--- src/rtl/pipelined_adder_pkg.sv ---
`default_nettype none
// ============================================================================
// Module   : pipelined_adder_pkg
// Brief    : Shared width defaults and stage-count helper for the adder.
// Revision : 1.0
// ============================================================================
package pipelined_adder_pkg;

  localparam int c_DEFAULT_WIDTH = 32;
  localparam int c_DEFAULT_CHUNK = 8;

  function automatic int calc_stages(input int width, input int chunk);
    return width / chunk;
  endfunction

endpackage
`default_nettype wire

--- src/rtl/pipelined_adder_if.sv ---
`default_nettype none
// ============================================================================
// Module   : pipelined_adder_if
// Brief    : Operand/result handshake bundle between producer and adder.
// Revision : 1.0
// ============================================================================
interface pipelined_adder_if
  import pipelined_adder_pkg::*;
#(
  parameter int WIDTH = c_DEFAULT_WIDTH
);

  logic [WIDTH-1:0] in1;
  logic [WIDTH-1:0] in2;
  logic             carryIn;
  logic             sub;
  logic             inValid;
  logic             inReady;
  logic [WIDTH-1:0] sum;
  logic             carryOut;
  logic             overflow;
  logic             outValid;
  logic             outReady;

  modport master (
    output in1, in2, carryIn, sub, inValid, outReady,
    input  inReady, sum, carryOut, overflow, outValid
  );

  modport slave (
    input  in1, in2, carryIn, sub, inValid, outReady,
    output inReady, sum, carryOut, overflow, outValid
  );

endinterface
`default_nettype wire

--- src/rtl/full_adder.sv ---
`default_nettype none
// ============================================================================
// Module   : full_adder
// Brief    : One-bit full adder cell.
// Revision : 1.0
// ============================================================================
module full_adder (
  input  logic i_a,
  input  logic i_b,
  input  logic i_cin,
  output logic o_sum,
  output logic o_cout
);

  logic w_p;

  assign w_p    = i_a ^ i_b;
  assign o_sum  = w_p ^ i_cin;
  assign o_cout = (i_a & i_b) | (i_cin & w_p);

endmodule
`default_nettype wire

--- src/rtl/pipelined_adder_slice.sv ---
`default_nettype none
// ============================================================================
// Module   : adder_slice
// Brief    : CHUNK-bit combinational ripple adder built from full_adder cells.
// Revision : 1.0
// ============================================================================
module adder_slice #(
  parameter int CHUNK = 8
) (
  input  logic [CHUNK-1:0] i_a,
  input  logic [CHUNK-1:0] i_b,
  input  logic             i_cin,
  output logic [CHUNK-1:0] o_sum,
  output logic             o_cout,
  output logic             o_cmsb
);

  logic [CHUNK:0] w_c;

  assign w_c[0] = i_cin;

  for (genvar k = 0; k < CHUNK; k++) begin : g_bit
    full_adder u_fa (
      .i_a    (i_a[k]),
      .i_b    (i_b[k]),
      .i_cin  (w_c[k]),
      .o_sum  (o_sum[k]),
      .o_cout (w_c[k+1])
    );
  end

  assign o_cout = w_c[CHUNK];
  assign o_cmsb = w_c[CHUNK-1];

endmodule
`default_nettype wire

--- src/rtl/pipelined_adder.sv ---
`default_nettype none
// ============================================================================
// Module   : pipelined_adder
// Brief    : Chunked add/subtract pipeline with skew/deskew and global stall.
// Revision : 1.0
// ============================================================================
module pipelined_adder
  import pipelined_adder_pkg::*;
#(
  parameter int WIDTH = c_DEFAULT_WIDTH,
  parameter int CHUNK = c_DEFAULT_CHUNK
) (
  input  logic             clk,
  input  logic             reset,
  pipelined_adder_if.slave bus
);

  localparam int STAGES = calc_stages(WIDTH, CHUNK);

  logic              w_stall;
  logic              w_en;
  logic [WIDTH-1:0]  w_b_in;
  logic              w_cin;
  logic [WIDTH-1:0]  w_sum;
  logic [STAGES-1:0] w_cy;
  logic              w_ovf;
  logic [STAGES-1:0] r_vld;
  logic              r_ov;

  assign w_stall = r_vld[STAGES-1] & ~bus.outReady;
  assign w_en    = ~w_stall;
  // Subtraction is in1 + ~in2 + 1, so the incoming carry is forced high.
  assign w_b_in  = bus.sub ? ~bus.in2 : bus.in2;
  assign w_cin   = bus.sub | bus.carryIn;

  always_ff @(posedge clk) begin
    if (reset) begin
      r_vld <= '0;
      r_ov  <= 1'b0;
    end else if (w_en) begin
      r_vld[0] <= bus.inValid;
      for (int i = 1; i < STAGES; i++) begin
        r_vld[i] <= r_vld[i-1];
      end
      r_ov <= w_ovf;
    end
  end

  for (genvar j = 0; j < STAGES; j++) begin : g_chunk
    logic [CHUNK-1:0] w_a;
    logic [CHUNK-1:0] w_b;
    logic [CHUNK-1:0] w_s;
    logic             w_ci;
    logic             w_co;
    logic             w_cm;
    logic             r_co;
    logic [CHUNK-1:0] r_sd [0:STAGES-1-j];

    if (j == 0) begin : g_direct
      assign w_a  = bus.in1[CHUNK-1:0];
      assign w_b  = w_b_in[CHUNK-1:0];
      assign w_ci = w_cin;
    end else begin : g_skew
      // Chunk j is delayed j cycles so it meets the carry from slice j-1.
      logic [CHUNK-1:0] r_ad [0:j-1];
      logic [CHUNK-1:0] r_bd [0:j-1];

      always_ff @(posedge clk) begin
        if (reset) begin
          for (int i = 0; i < j; i++) begin
            r_ad[i] <= '0;
            r_bd[i] <= '0;
          end
        end else if (w_en) begin
          r_ad[0] <= bus.in1[j*CHUNK +: CHUNK];
          r_bd[0] <= w_b_in[j*CHUNK +: CHUNK];
          for (int i = 1; i < j; i++) begin
            r_ad[i] <= r_ad[i-1];
            r_bd[i] <= r_bd[i-1];
          end
        end
      end

      assign w_a  = r_ad[j-1];
      assign w_b  = r_bd[j-1];
      assign w_ci = w_cy[j-1];
    end

    adder_slice #(.CHUNK(CHUNK)) u_slice (
      .i_a    (w_a),
      .i_b    (w_b),
      .i_cin  (w_ci),
      .o_sum  (w_s),
      .o_cout (w_co),
      .o_cmsb (w_cm)
    );

    always_ff @(posedge clk) begin
      if (reset) begin
        r_co <= 1'b0;
        for (int i = 0; i <= STAGES-1-j; i++) begin
          r_sd[i] <= '0;
        end
      end else if (w_en) begin
        r_co    <= w_co;
        r_sd[0] <= w_s;
        for (int i = 1; i <= STAGES-1-j; i++) begin
          r_sd[i] <= r_sd[i-1];
        end
      end
    end

    assign w_cy[j]                = r_co;
    assign w_sum[j*CHUNK +: CHUNK] = r_sd[STAGES-1-j];

    if (j == STAGES-1) begin : g_msb
      assign w_ovf = w_co ^ w_cm;
    end else begin : g_mid
      logic w_cm_unused;
      assign w_cm_unused = w_cm;
    end
  end

  assign bus.inReady  = ~w_stall;
  assign bus.sum      = w_sum;
  assign bus.carryOut = w_cy[STAGES-1];
  assign bus.overflow = r_ov;
  assign bus.outValid = r_vld[STAGES-1];

endmodule
`default_nettype wire

--- src/flat_wrapper.sv ---
// flat-port wrapper written by rule: the top's interface ports become plain ports
module pipelined_adder_flat import pipelined_adder_pkg::*;
#(
  parameter int WIDTH = c_DEFAULT_WIDTH,
  parameter int CHUNK = c_DEFAULT_CHUNK
)
  (clk, reset, bus_in1, bus_in2, bus_carryIn, bus_sub, bus_inValid, bus_outReady, bus_inReady, bus_sum, bus_carryOut, bus_overflow, bus_outValid);
  pipelined_adder_if #(.WIDTH(WIDTH)) bus_i ();
  input  logic clk;
  input  logic reset;
  input wire logic [$bits(bus_i.in1)-1:0] bus_in1;
  input wire logic [$bits(bus_i.in2)-1:0] bus_in2;
  input wire logic [$bits(bus_i.carryIn)-1:0] bus_carryIn;
  input wire logic [$bits(bus_i.sub)-1:0] bus_sub;
  input wire logic [$bits(bus_i.inValid)-1:0] bus_inValid;
  input wire logic [$bits(bus_i.outReady)-1:0] bus_outReady;
  output wire logic [$bits(bus_i.inReady)-1:0] bus_inReady;
  output wire logic [$bits(bus_i.sum)-1:0] bus_sum;
  output wire logic [$bits(bus_i.carryOut)-1:0] bus_carryOut;
  output wire logic [$bits(bus_i.overflow)-1:0] bus_overflow;
  output wire logic [$bits(bus_i.outValid)-1:0] bus_outValid;
  assign bus_i.in1 = bus_in1;
  assign bus_i.in2 = bus_in2;
  assign bus_i.carryIn = bus_carryIn;
  assign bus_i.sub = bus_sub;
  assign bus_i.inValid = bus_inValid;
  assign bus_i.outReady = bus_outReady;
  assign bus_inReady = bus_i.inReady;
  assign bus_sum = bus_i.sum;
  assign bus_carryOut = bus_i.carryOut;
  assign bus_overflow = bus_i.overflow;
  assign bus_outValid = bus_i.outValid;
  pipelined_adder #(.WIDTH(WIDTH), .CHUNK(CHUNK)) u_core (.clk(clk), .reset(reset), .bus(bus_i));
endmodule
--- config.mk ---
export PLATFORM = sky130hd
export DESIGN_NAME = pipelined_adder_flat
export DESIGN_NICKNAME = d
export VERILOG_FILES = /design/src/rtl/pipelined_adder_pkg.sv /design/src/rtl/pipelined_adder_if.sv /design/src/rtl/full_adder.sv /design/src/rtl/pipelined_adder_slice.sv /design/src/rtl/pipelined_adder.sv /design/src/flat_wrapper.sv
export SDC_FILE = /design/constraint.sdc
export NUM_CORES = 1
export LEC_CHECK = 0
export BUFFER_PORTS_ARGS = -buffer_cell sky130_fd_sc_hd__buf_2
export CAP_MARGIN = 20
export CORE_MARGIN = 8
export CORE_UTILIZATION = 48
export DETAILED_ROUTE_END_ITERATION = 12
export PLACE_DENSITY = 0.83
export SLEW_MARGIN = 20
export SYNTH_ARGS = -nofsm -noshare
export SYNTH_HDL_FRONTEND = slang
export SYNTH_SLANG_ARGS = --single-unit
--- constraint.sdc ---
create_clock -name clk -period 6.05 [get_ports clk]
set_input_delay 0.9075 -clock clk [delete_from_list [all_inputs] [get_ports clk]]
set_output_delay 0.9075 -clock clk [all_outputs]
set_load 0.005 [all_outputs]
==> Yosys cells after proc, flatten, opt, wreduce, memory -nomap -nowiden <==
Memories as Yosys holds them, arrays and structs flattened.
Cells that the tools add are included.
{ "classes": {"n_mux": 31, "bitwise_logic": 185, "reduce_logical": 3} }
{ "ops": {"columns": ["operator", "n"], "rows": [
  ["$mux 8", 22],
  ["$and 1x1->1", 65],
  ["$xor 1x1->1", 65],
  ["$or 1x1->1", 52],
  ["$mux 32", 1],
  ["$not 32->32", 1],
  ["$reduce_or 8->1", 3],
  ["$mux 1", 8],
  ["$not 1->1", 2]
]} }
{ "word_totals": {"register_bits": 9, "ramBits": 176, "input_bits": 70, "mem_count": 10} }
{ "memory_table": {"columns": ["memory", "words", "width", "read_ports", "rd_clocked_by_memory_dff", "write_ports", "line", "rtl"], "rows": [
  ["u_core.g_chunk[0].r_sd", 4, 8, 4, 0, 4, "pipelined_adder.sv:57", "logic [CHUNK-1:0] r_sd [0:STAGES-1-j];"],
  ["u_core.g_chunk[1].r_sd", 3, 8, 3, 0, 3, "pipelined_adder.sv:57", null],
  ["u_core.g_chunk[3].g_skew.r_ad", 3, 8, 3, 0, 3, "pipelined_adder.sv:65", "logic [CHUNK-1:0] r_ad [0:j-1];"],
  ["u_core.g_chunk[3].g_skew.r_bd", 3, 8, 3, 0, 3, "pipelined_adder.sv:66", "logic [CHUNK-1:0] r_bd [0:j-1];"],
  ["u_core.g_chunk[2].g_skew.r_ad", 2, 8, 2, 0, 2, "pipelined_adder.sv:65", null],
  ["u_core.g_chunk[2].g_skew.r_bd", 2, 8, 2, 0, 2, "pipelined_adder.sv:66", null],
  ["+4 memories", null, null, null, null, null, null, null]
]} }

==> Longest topological paths before layout <==
{ "logic_depth": {"word_depth": 19, "ltp_mapped": 14} }

==> Cells and area by module <==
Synthesis repeated with hierarchy kept, for this count alone.
{ "hier_totals": {"hier_cells": 499, "hier_area_um2": 7910.1} }
{ "modules_own_cells": {"columns": ["mod", "n_inst", "cells_each", "area_per_inst_um2", "seq_area_each_um2"], "rows": [
  ["pipelined_adder", 1, 467, 7269.5, 5465.2],
  ["full_adder", 32, 1, 20.0, 0.0]
]} }

==> Worst setup path after synthesis <==
No wires, ideal clock.
{ "synth_path": {"kind": "in2reg", "from": "input port reset", "to": "memory u_core.g_chunk[0].r_sd[0][0] (enable)", "setup_time_ns": 0.567, "arrival_ns": 5.424, "required_ns": 5.483, "setup_slack_ns": 0.059, "path_stages": 2, "n_path_buf": 1, "path_cell_list": "clkbuf_1 -> nand2b_1"} }
{ "synth_rtl": {"columns": ["item", "line", "rtl"], "rows": [
  ["start: declaration", "flat_wrapper.sv:10", "input logic reset;"],
  ["end: declaration", "pipelined_adder.sv:57", null]
]} }

==> flow_summary.json <==
{
  "outcome": "completed",
  "critPathKind": "in -> reg",
  "multiInputGateArea_um2": 2090,
  "power_frac_clock_pct": 39.2,
  "cts-resized-gates": 0,
  "critPathRequiredTime_ns": 6.24,
  "route.detailed.drc": 0,
  "yosys_warnings": 0,
  "placed_area_um2": 8500,
  "buffer_ports.inserted": 105,
  "drv_cap": 0,
  "cts_root_buf": "sky130_fd_sc_hd__clkbuf_16",
  "syn-instance-count": 526,
  "hp-class": "reg -> reg",
  "htree_num_levels": 4,
  "clock-skew-final_ns": 0.0102,
  "hold_viol_final": 0,
  "seqPwrFrac_pct": 54.3,
  "power_density_nw_per_um2": 307,
  "ys_ff_latch": 185,
  "regToRegEndpoint": "u_core.g_chunk[2].r_sd[0][7]",
  "p_int_mw": 2.25,
  "maxClockFrequency_mhz": 226,
  "placement.setup.worst_slack_ns": 1.19,
  "postLayoutSetupSlackWorst_ns": 1.63,
  "crit_path_end_kind": "flop",
  "area.growth.synth_to_final_pct": 13.9,
  "detail-route-antenna-nets": 0,
  "detail_route.wl_per_cell_um": 14.4,
  "crit_path_start_kind": "input port",
  "grt_max_degree": 129,
  "crit_start": "bus_sub",
  "worst-r2r-setup-slack_ns": 2.15,
  "wirelength_um": 12200,
  "finalHoldWorstSlack_ns": 0.463,
  "final.period_utilization_pct": 73.1,
  "final.setup.tns_ns": 0,
  "global_placement_routability_congestion": 0.758,
  "clkTransAtPathRegs_ns": 0.06,
  "final_area_um2": 9140,
  "die_boundary_height_um": 145,
  "rsz0062_at_grt": "no",
  "final_net_count": 715,
  "yosysSeqAreaShare_pct": 68.2,
  "crit_path_max_fanout": 4,
  "boundaryPins": 106,
  "timing.final.setup_violations": 0,
  "fillers": 1309,
  "grt_antenna_before_repair": 0,
  "timing.critical_path.arrival_ns": 4.61,
  "routed_vias_inst": 4.50,
  "core_region_area_um2": 16500,
  "ff2ff_path_depth": 12,
  "cts_made_buffers": 17,
  "clock_sink_count": 185,
  "post_synth_main_area_contributors": "sky130_fd_sc_hd__edfxtp_1, sky130_fd_sc_hd__and2_1, sky130_fd_sc_hd__fa_1",
  "core.rowCount": 47,
  "finalMaxSlewViolations": 0,
  "first_pass_grt_wire_length_um": 19700,
  "cpPeakStageDelay_ns": 0.43,
  "die_area_um2": 21100,
  "worst_pin_slew_ns": 0.900,
  "syn_avg_cell_area_um2": 15.2,
  "synth.largest_area_cell": "sky130_fd_sc_hd__edfxtp_1",
  "stdcell_count": 846,
  "die-width_um": 145,
  "initialDrtViolationCount": 179,
  "initial_core_util_pct": 48.7,
  "cts.repair_timing.setup_buffer_count": 0,
  "cts.path.max_buffers": 2,
  "holdBufCountCts": 0,
  "power.share.switching_pct": 19.8,
  "gr-usage-all-layers_pct": 11.9,
  "fin_crit_period_ns": 4.42,
  "power_switching_mw": 0.554,
  "endpoint": "u_core.g_chunk[0].r_sd[0][7]",
  "placed_cells_incl_taps": 813,
  "yosysUniqueCellTypes": 19,
  "grt-ovfl-total": 0,
  "reg2reg_from": "u_core.g_chunk[2].g_skew.r_bd[0][8]",
  "max-vdd-ir-drop_mv": 0.196,
  "syn_area_um2": 8020,
  "critical_path.most_common_cell": "sky130_fd_sc_hd__fa_1",
  "n_antenna_cell": 0,
  "p_leak_nw": 3.92,
  "path_cells": "buf_2 -> xnor2_1 -> fa_1 -> fa_1 -> fa_1 -> fa_1 -> fa_1 -> fa_1 -> fa_1 -> inv_1 -> fa_1 -> and2_1",
  "hpwl_um": 8580,
  "detailroute.via_count": 3805,
  "mappedNetlistNets": 628,
  "combPwrFrac_pct": 6.5,
  "grt_pass1_vias": 4056,
  "tritoncts": "yes",
  "synthDominantCellAreaShare_pct": 65.9,
  "worst_slew_margin_rel_pct": 40.0,
  "drive_gt1_share_pct": 23.3,
  "drt-pass1-iter-count": 4,
  "crit_path_top_delay_cell": "sky130_fd_sc_hd__fa_1",
  "clk-insertion-delay-late_ns": 0.42,
  "ff_latch_area_um2": 5470
}
## flip-flops by register name, summed over array words and instances (netlist names)
name                        count
u_core.bus.carryOut             1
u_core.g_chunk.r_sd            80
u_core.g_chunk.g_skew.r_bd     48
u_core.g_chunk.g_skew.r_ad     48
u_core.g_chunk.r_co             3
u_core.bus.overflow             1
u_core.r_vld                    4
## layout make-up
cell class	instances	area share [%]
inverters	30	1.23
clock inverters	8	0.890
repair buffers	110	6.30
well taps	220	3.01
multi-input cells	269	22.9
flip-flops and latches	185	59.8
clock buffers	24	5.85
## placed cells by master (no fill, tap or decap)
cell type,instances
sky130_fd_sc_hd__a211oi_1,3
sky130_fd_sc_hd__buf_4,4
sky130_fd_sc_hd__inv_6,1
sky130_fd_sc_hd__buf_12,1
sky130_fd_sc_hd__xor2_1,1
sky130_fd_sc_hd__dfxtp_1,9
sky130_fd_sc_hd__clkinv_2,2
sky130_fd_sc_hd__nor2_4,1
sky130_fd_sc_hd__buf_2,105
sky130_fd_sc_hd__fa_1,32
sky130_fd_sc_hd__bufinv_16,1
sky130_fd_sc_hd__inv_2,1
sky130_fd_sc_hd__nor2b_4,1
sky130_fd_sc_hd__clkbuf_8,4
sky130_fd_sc_hd__clkbuf_16,19
sky130_fd_sc_hd__clkinvlp_4,2
sky130_fd_sc_hd__edfxtp_1,176
sky130_fd_sc_hd__xnor2_1,32
sky130_fd_sc_hd__clkbuf_1,1
sky130_fd_sc_hd__and2_1,139
sky130_fd_sc_hd__nor2_1,43
sky130_fd_sc_hd__nand2_1,10
sky130_fd_sc_hd__a21oi_1,5
sky130_fd_sc_hd__nand2b_2,1
sky130_fd_sc_hd__nand2b_4,1
sky130_fd_sc_hd__inv_1,29
sky130_fd_sc_hd__clkinv_4,2
## kinds of logic (layout without fill, tap and decap cells)
family | after synthesis | after routing | share of synthesized area, %
AO/OA/AOI/OAI | 8 | 8 | 0.593
XOR/XNOR | 33 | 33 | 3.60
adder cells (fa/ha/maj) | 32 | 32 | 7.99
buffers and inverters | 72 | 172 | 5.87
flip-flops | 185 | 185 | 68.2
AND/OR/NAND/NOR | 196 | 196 | 13.8
## worst max-delay path: cells and delay by family
family / cells / cell delay, ns
adders and majority gates: 8 / 3.19
buffers and inverters: 2 / 0.22
xor gates and xnor gates: 1 / 0.15
and+or+nand+nor: 1 / 0.14
## power groups by stage
| stage | Clock (mW) | Sequential [mW] | Combinational (mW) |
|---|---|---|---|
| CTS | 1.12 | 1.53 | 0.187 |
| detailed placement | 0 | 1.55 | 0.186 |
| floorplan | 0 | 1.54 | 0.136 |
| global route | 1.17 | 1.53 | 0.209 |
| finish | 1.10 | 1.52 | 0.182 |
| global placement | 0 | 1.55 | 0.176 |
## metal layers
metal / track usage [%] / wire, µm / vias up
met5: 0 / 0 / -
met4: 5.62 / 277 / 0
met3: 4.14 / 550 / 23
met2: 19.4 / 6030 / 94
met1: 13.9 / 5320 / 1800
li1: - / - / 1888
## cell usage after synthesis
cell type / n
sky130_fd_sc_hd__a211oi_1: 3
sky130_fd_sc_hd__dfxtp_1: 9
sky130_fd_sc_hd__xnor2_1: 32
sky130_fd_sc_hd__and2_1: 139
sky130_fd_sc_hd__edfxtp_1: 176
sky130_fd_sc_hd__nand2b_1: 2
sky130_fd_sc_hd__fa_1: 32
sky130_fd_sc_hd__buf_6: 17
sky130_fd_sc_hd__buf_4: 18
sky130_fd_sc_hd__nor2b_4: 1
sky130_fd_sc_hd__a21oi_1: 5
sky130_fd_sc_hd__nor2_4: 1
sky130_fd_sc_hd__clkbuf_1: 3
sky130_fd_sc_hd__buf_2: 4
sky130_fd_sc_hd__nand2_1: 10
sky130_fd_sc_hd__inv_1: 29
sky130_fd_sc_hd__xor2_1: 1
sky130_fd_sc_hd__inv_2: 1
sky130_fd_sc_hd__nor2_1: 43
## worst min path at each step
stage | slack, ns | from | to | cells after the start
after floorplan | 0.43 | u_core.g_chunk[0].r_co | u_core.g_chunk[0].r_co | 2
after global placement | 0.44 | u_core.r_vld[1] | u_core.r_vld[1] | 2
after detailed placement | 0.46 | u_core.r_vld[0] | u_core.r_vld[0] | 2
after CTS | 0.47 | u_core.r_vld[0] | u_core.r_vld[0] | 2
after global routing | 0.49 | u_core.r_vld[0] | u_core.r_vld[1] | 2
final | 0.46 | u_core.r_vld[0] | u_core.r_vld[0] | 2
## stage by stage
step	power [mW]	util [%]
6_report	2.80	55.5
5_1_grt	2.91	55.5
4_1_cts	2.83	55.4
3_5_place_dp	1.74	51.6
3_3_place_gp	1.72	51.6
2_1_floorplan	1.68	-
No activity file was read; power rests on OpenSTA's default activity.
